File: config.mk
export PLATFORM = sky130hd
export DESIGN_NAME = uart_receiver
export DESIGN_NICKNAME = d
export VERILOG_FILES = /design/src/rtl/uart_receiver.sv
export SDC_FILE = /design/constraint.sdc
export NUM_CORES = 1
export LEC_CHECK = 0
export ABC_AREA = 1
export ABC_CLOCK_PERIOD_IN_PS = 1900
export CAP_MARGIN = 20
export CORE_MARGIN = 2
export CORE_UTILIZATION = 31
export DETAILED_ROUTE_END_ITERATION = 7
export DONT_BUFFER_PORTS = 1
export HOLD_SLACK_MARGIN = 0.15
export PLACE_DENSITY = 0.45
export SETUP_SLACK_MARGIN = 0.15
export SYNTH_ARGS = -nofsm -noshare
export SYNTH_HDL_FRONTEND = slang
export SYNTH_SLANG_ARGS = --single-unit
File: constraint.sdc
create_clock -name clk -period 1.9 [get_ports clk]
set_clock_uncertainty 0.15 [all_clocks]
set_input_delay 0.38 -clock clk [delete_from_list [all_inputs] [get_ports clk]]
set_output_delay 0.38 -clock clk [all_outputs]
set_load 0.02 [all_outputs]
File: src/rtl/uart_receiver.sv
`default_nettype none
// ============================================================================
// Module   : uart_receiver
// Purpose  : Serial-to-parallel UART receiver, 8N1 (8E1 with PARITY_EN),
//            LSB first, idle-high line. rx_in is synchronised by two flops and
//            sampled with an internally generated 16x (OVS) oversampling tick.
// Ports    : clk        - system clock, rising edge
//            rst        - synchronous active-high reset
//            rx_in      - asynchronous serial input, idle high
//            rx_data    - last correctly framed byte, held until next good one
//            rx_valid   - 1-clk pulse, rx_data updated
//            rx_status  - high while a frame is in progress
//            frame_err  - 1-clk pulse, stop bit sampled low
//            parity_err - 1-clk pulse, even-parity mismatch (0 without PARITY_EN)
// Config   : define PARITY_EN for 8E1 framing with a parity check.
// Revision : 1.0 - initial release
// ============================================================================
module uart_receiver #(
  parameter int CLK_HZ = 50_000_000,
  parameter int BAUD   = 9600,
  parameter int OVS    = 16
) (
  input  logic       clk,
  input  logic       rst,
  input  logic       rx_in,
  output logic [7:0] rx_data,
  output logic       rx_valid,
  output logic       rx_status,
  output logic       frame_err,
  output logic       parity_err
);

  localparam int DIV   = CLK_HZ / (BAUD * OVS);
  localparam int DIV_W = (DIV > 1) ? $clog2(DIV) : 1;
  localparam int OVS_W = $clog2(OVS);

  localparam logic [DIV_W-1:0] c_div_max  = DIV_W'(DIV - 1);
  localparam logic [OVS_W-1:0] c_ovs_max  = OVS_W'(OVS - 1);
  localparam logic [OVS_W-1:0] c_half_max = OVS_W'(OVS / 2 - 1);

  localparam logic [2:0] c_idle   = 3'd0;
  localparam logic [2:0] c_start  = 3'd1;
  localparam logic [2:0] c_data   = 3'd2;
`ifdef PARITY_EN
  localparam logic [2:0] c_parity = 3'd3;
`endif
  localparam logic [2:0] c_stop   = 3'd4;
  localparam logic [2:0] c_break  = 3'd5;

  logic             r_sync1, r_sync2;
  logic             w_rx;
  logic [DIV_W-1:0] r_div_cnt;
  logic             w_tick;
  logic [2:0]       r_state, w_state_nxt;
  logic [OVS_W-1:0] r_ovs_cnt;
  logic             w_bit_end;
  logic [2:0]       r_bit_idx;
  logic [7:0]       r_shift;
  logic             w_valid_nxt, w_ferr_nxt, w_status_nxt;
`ifdef PARITY_EN
  logic             r_par_bit;
  logic             w_perr_nxt;
`endif

  // Two-flop synchronizer, preset to the idle level so reset never looks like a start bit
  always_ff @(posedge clk) begin
    if (rst) begin
      r_sync1 <= 1'b1;
      r_sync2 <= 1'b1;
    end else begin
      r_sync1 <= rx_in;
      r_sync2 <= r_sync1;
    end
  end
  assign w_rx = r_sync2;

  // Free-running oversampling tick divider
  always_ff @(posedge clk) begin
    if (rst || w_tick) r_div_cnt <= '0;
    else               r_div_cnt <= r_div_cnt + DIV_W'(1);
  end
  assign w_tick = (r_div_cnt == c_div_max);

  // START waits half a bit to land mid start bit; every later state waits a whole bit
  assign w_bit_end = (r_state == c_start) ? (r_ovs_cnt == c_half_max)
                                          : (r_ovs_cnt == c_ovs_max);

  // FSM: state register
  always_ff @(posedge clk) begin
    if (rst) r_state <= c_idle;
    else     r_state <= w_state_nxt;
  end

  // FSM: next-state logic
  always_comb begin
    w_state_nxt = r_state;
    if (w_tick) begin
      case (r_state)
        c_idle:  if (!w_rx) w_state_nxt = c_start;
        c_start: if (w_bit_end) w_state_nxt = w_rx ? c_idle : c_data;
        c_data: begin
          if (w_bit_end && (r_bit_idx == 3'd7)) begin
`ifdef PARITY_EN
            w_state_nxt = c_parity;
`else
            w_state_nxt = c_stop;
`endif
          end
        end
`ifdef PARITY_EN
        c_parity: if (w_bit_end) w_state_nxt = c_stop;
`endif
        c_stop:  if (w_bit_end) w_state_nxt = w_rx ? c_idle : c_break;
        c_break: if (w_rx) w_state_nxt = c_idle;
        default: w_state_nxt = c_idle;
      endcase
    end
  end

  // FSM: output decode; results are registered so every pulse is exactly one clk
  always_comb begin
    w_valid_nxt = 1'b0;
    w_ferr_nxt  = 1'b0;
`ifdef PARITY_EN
    w_perr_nxt  = 1'b0;
`endif
    if (w_tick && (r_state == c_stop) && w_bit_end) begin
      if (!w_rx) begin
        w_ferr_nxt = 1'b1;
`ifdef PARITY_EN
      end else if (^{r_shift, r_par_bit}) begin
        w_perr_nxt = 1'b1;
`endif
      end else begin
        w_valid_nxt = 1'b1;
      end
    end
    w_status_nxt = (w_state_nxt == c_data) || (w_state_nxt == c_stop)
`ifdef PARITY_EN
                   || (w_state_nxt == c_parity)
`endif
                   ;
  end

  // Bit timing counters and shift register
  always_ff @(posedge clk) begin
    if (rst) begin
      r_ovs_cnt <= '0;
      r_bit_idx <= '0;
      r_shift   <= '0;
`ifdef PARITY_EN
      r_par_bit <= 1'b0;
`endif
    end else if (w_tick) begin
      if ((r_state == c_idle) || w_bit_end) r_ovs_cnt <= '0;
      else                                  r_ovs_cnt <= r_ovs_cnt + OVS_W'(1);
      if (r_state == c_start) begin
        r_bit_idx <= '0;
      end else if ((r_state == c_data) && w_bit_end) begin
        r_bit_idx <= r_bit_idx + 3'd1;
        r_shift   <= {w_rx, r_shift[7:1]};
      end
`ifdef PARITY_EN
      if ((r_state == c_parity) && w_bit_end) r_par_bit <= w_rx;
`endif
    end
  end

  // Registered outputs
  always_ff @(posedge clk) begin
    if (rst) begin
      rx_data   <= 8'h00;
      rx_valid  <= 1'b0;
      rx_status <= 1'b0;
      frame_err <= 1'b0;
`ifdef PARITY_EN
      parity_err <= 1'b0;
`endif
    end else begin
      rx_valid  <= w_valid_nxt;
      frame_err <= w_ferr_nxt;
      rx_status <= w_status_nxt;
      if (w_valid_nxt) rx_data <= r_shift;
`ifdef PARITY_EN
      parity_err <= w_perr_nxt;
`endif
    end
  end

`ifndef PARITY_EN
  assign parity_err = 1'b0;
`endif

endmodule
`default_nettype wire

==> summary.md <==
| Metric | Value |
|---|---|
| Vias per cell | `around 4.7` |
| CP required | `about 2.0 ns` |
| Worst slew margin | `between 60% and 70%` |
| Ys Warns | `0` |
| Post-synthesis mux area share | `0%` |
| Syn Std Cell Area | `0.00180 sq mm` |
| Worst-path clk slew | `~0.080 ns` |
| Synth cell count leaders | `40 x dfxtp_1, 31 x nand2_1, 29 x inv_1` |
| Clock Root Buffer | `clkbuf_8` |
| Startpoint Class | `register` |
| Final wirelength | `approximately 3.9 mm` |
| Slowest cell on the critical path | `dfxtp_2` |
| Total die area | `between 0.006 and 0.007 sq mm` |
| Die width | `about 80 microns` |
| Ant diodes | `0` |
| Layout area overhead | `19.4%` |
| Starting density of the core | `32.4%` |
| Fill count | `a little over 600` |
| Worst slew pin tran | `0.541 ns` |
| Power per standard cell area | `roughly 760 mW/mm^2` |
| Routed len/inst | `~12 microns` |
| Setup TNS | `0 ns` |
| Via count | `between 1,000 and 1,500` |
| Post-route minimum period | `between 1.5 and 2 ns` |
| Post-synth net total | `238` |
| Leak | `around 0.00094 uW` |
| Core Box Area | `between 0.005 and 0.006 sq mm` |
| Number of library cell types mapped by synthesis | `34` |
| Register bit count reported by yosys | `40` |
| DPL Wire Length | `about 2.5 mm` |
| RD Place Congestion | `between 0.8 and 0.9` |
| Adder-Cell Fraction of Synth Area | `under 10%` |
| Total power | `1640 uW` |
| Worst Path Arrival | `1.81 ns` |
| Buf/Inv on CP | `6` |
| Top cells by area, synth | `dfxtp_1 45%, nand2_1 6.5%, inv_1 6.1%` |
| Syn_area_per_cell | `approximately 7.8 sq um` |
| R2R Setup Slk | `0.17 ns` |
| CP Max Fanout | `6` |
| Most frequent cell after synthesis | `dfxtp_1` |
| Slowest cell delay on critical path | `0.36 ns` |
| Detailed-router iteration count before antenna repair | `4` |
| Max-Cap Viols | `0` |
| Compound-Gate Fraction of Synth Area | `14.6%` |
| EDFF count, synth | `0` |
| Ys async rst share | `0%` |
| Synth area leader | `dfxtp_1` |
| First-pass GRT wire length | `about 6.1 mm` |
| Final Hold Vio Count | `0` |
| RSZ-0062 raised after global routing | `yes` |
| Clock latency at the later pin of the worst-skew pair | `0.30 ns` |
| Endpoint class of the critical path | `register` |
| Hold/Removal Path Class | `input port to register` |
| IO Count | `15` |
| Rows | `27` |
| Post-synth top area share | `about 45%` |
| Maximum buffer depth of the clock tree | `2` |
| Vias in the first global route | `around 1,400` |
| Initial antenna violation count | `0` |
| Buffers on Ports | `0` |
| Layout Nets | `around 250` |
| All-layer global routing usage | `between 10% and 20%` |
| Main flop type after synthesis | `dfxtp_1` |
| DRC viols | `0` |
| Slew Viols, Final | `0` |
| TritonCTS Buffers | `5` |
| CTS H-tree depth | `2` |
| Largest family of logic cells by synthesized area | `simple AND/OR/NAND/NOR gates` |
| Crit-path leading delay family | `buffers and inverters` |
| Sink Count | `40` |
| Share of layout cells above drive strength 1 | `between 20% and 30%` |
| Max rail drop VDD | `~0.32 mV` |
| Grt total ovfl | `0` |
| Maximum clock rate | `approximately 580 MHz` |
| Die H | `roughly 80 microns` |
| Mapped Cells | `230` |
| Simple-gate share of the synthesized area | `26.7%` |
| Outcome | `finished clean` |
| CP cell instances | `inv_2 > ha_4 > nand4_1 > nor2_4 > buf_4 > buf_6 > buf_4 > a21oi_2 > inv_1 > nand2_1 > inv_1 > nor2_1` |
| Final ANT Viol Nets | `0` |
| Critical path type | `register to register` |
| Iteration-0 DRC count of the detailed router | `50` |
| Final setup viols | `0` |
| Fin crit share | `around nine tenths` |
| Largest net degree at the start of global routing | `18` |
| Register area share after synthesis | `between 40% and 50%` |
| Xor and xnor area share after synthesis | `less than 1%` |
| CTS tree | `done` |
cells by family (layout without fill, tap and decap cells):
family	after synthesis	after routing
other	1	1
adder cells (fa/ha/maj)	5	5
flip-flops	40	40
AND/OR/NAND/NOR	93	94
XOR/XNOR	1	1
AO/OA/AOI/OAI	48	48
buffers and inverters	42	57
final timing paths:
check | startpoint | endpoint | depth (start not counted)
max | r_div_cnt[1]$_SDFF_PP0_ | rx_status$_SDFF_PP0_ | 12
min | rst | r_ovs_cnt[3]$_SDFFE_PP0N_ | 3
max reg2reg | r_div_cnt[1]$_SDFF_PP0_ | rx_status$_SDFF_PP0_ | 12
min reg2reg | r_sync1$_SDFF_PP1_ | r_sync2$_SDFF_PP1_ | 1
stage by stage:
step | setup slack (ns) | cells | hold slack, ns | area, sq um | util [%]
after floorplan | 0.288 | 230 | 0.239 | 1800 | -
after global placement | 0.121 | 298 | 0.240 | 1870 | 33.7
after detailed placement | 0.0636 | 298 | 0.246 | 1870 | 33.7
after CTS | 0.140 | 310 | 0.183 | 2030 | 36.6
after global routing | 0.0305 | 318 | 0.227 | 2150 | 38.7
final | 0.172 | 318 | 0.185 | 2150 | 38.7
report_power, final:
group | switching (uW) | total [uW] | internal (uW)
clock network | 307 | 737 | 430
logic | 27.9 | 45.1 | 17.1
registers | 9.31 | 854 | 845
total | 344 | 1640 | 1290
worst min-delay path: cells and delay by family:
family,cells,cell delay [ns]
AO/OA/AOI/OAI,2,0.13
buffers and inverters,1,0.07
flip-flops by register name, summed over array words and instances, names as in the netlist:
| name | flops |
|---|---|
| r_bit_idx | 3 |
| rx_status | 1 |
| r_sync1 | 1 |
| rx_valid | 1 |
| r_sync2 | 1 |
| r_shift | 8 |
| r_ovs_cnt | 4 |
| rx_data | 8 |
| frame_err | 1 |
| r_state | 3 |
| r_div_cnt | 9 |
routing by layer:
layer / wire length (microns) / track usage (%) / vias to the layer above
met2: 1830 / 19.6 / 9
met4: 69 / 6.10 / 0
met5: 0 / 0 / -
li1: - / - / 789
met1: 1890 / 15.0 / 680
met3: 77 / 2.47 / 7
cell type report:
class / instances / area, sq um / share of cell area [%]
clock buffer: 6 / 82.6 / 3.85
sequential: 40 / 810 / 37.7
clock inverter: 2 / 38.8 / 1.81
inverter: 34 / 130 / 6.06
tap: 72 / 90.1 / 4.20
timing repair buffer: 15 / 129 / 6.01
multi-input combinational: 149 / 866 / 40.3
repair_timing:
item                                    4_1_cts  5_1_grt
setup buffers                                 2        6
endpoints found under the hold margin        11        0
pin swaps                                     1        8
hold buffers                                  2        0
endpoints found under the setup margin       18       34
resized for setup                             2       34
gates cloned                                  0        2
cell usage in the layout (no fill, tap or decap), types with 3 or more instances in the layout:
master    instances
a21oi_1          18
a21oi_2           3
a31oi_1           3
buf_4            10
buf_6             3
clkbuf_8          6
dfxtp_1          35
dfxtp_2           4
ha_1              3
inv_1            25
inv_2             8
nand2_1          30
nand3_1           7
nand4_1           7
nor2_1           26
nor3_1            4
o21ai_0          10
o21ai_1          11
or2_2             3
Power figures use the tool's default switching activity.
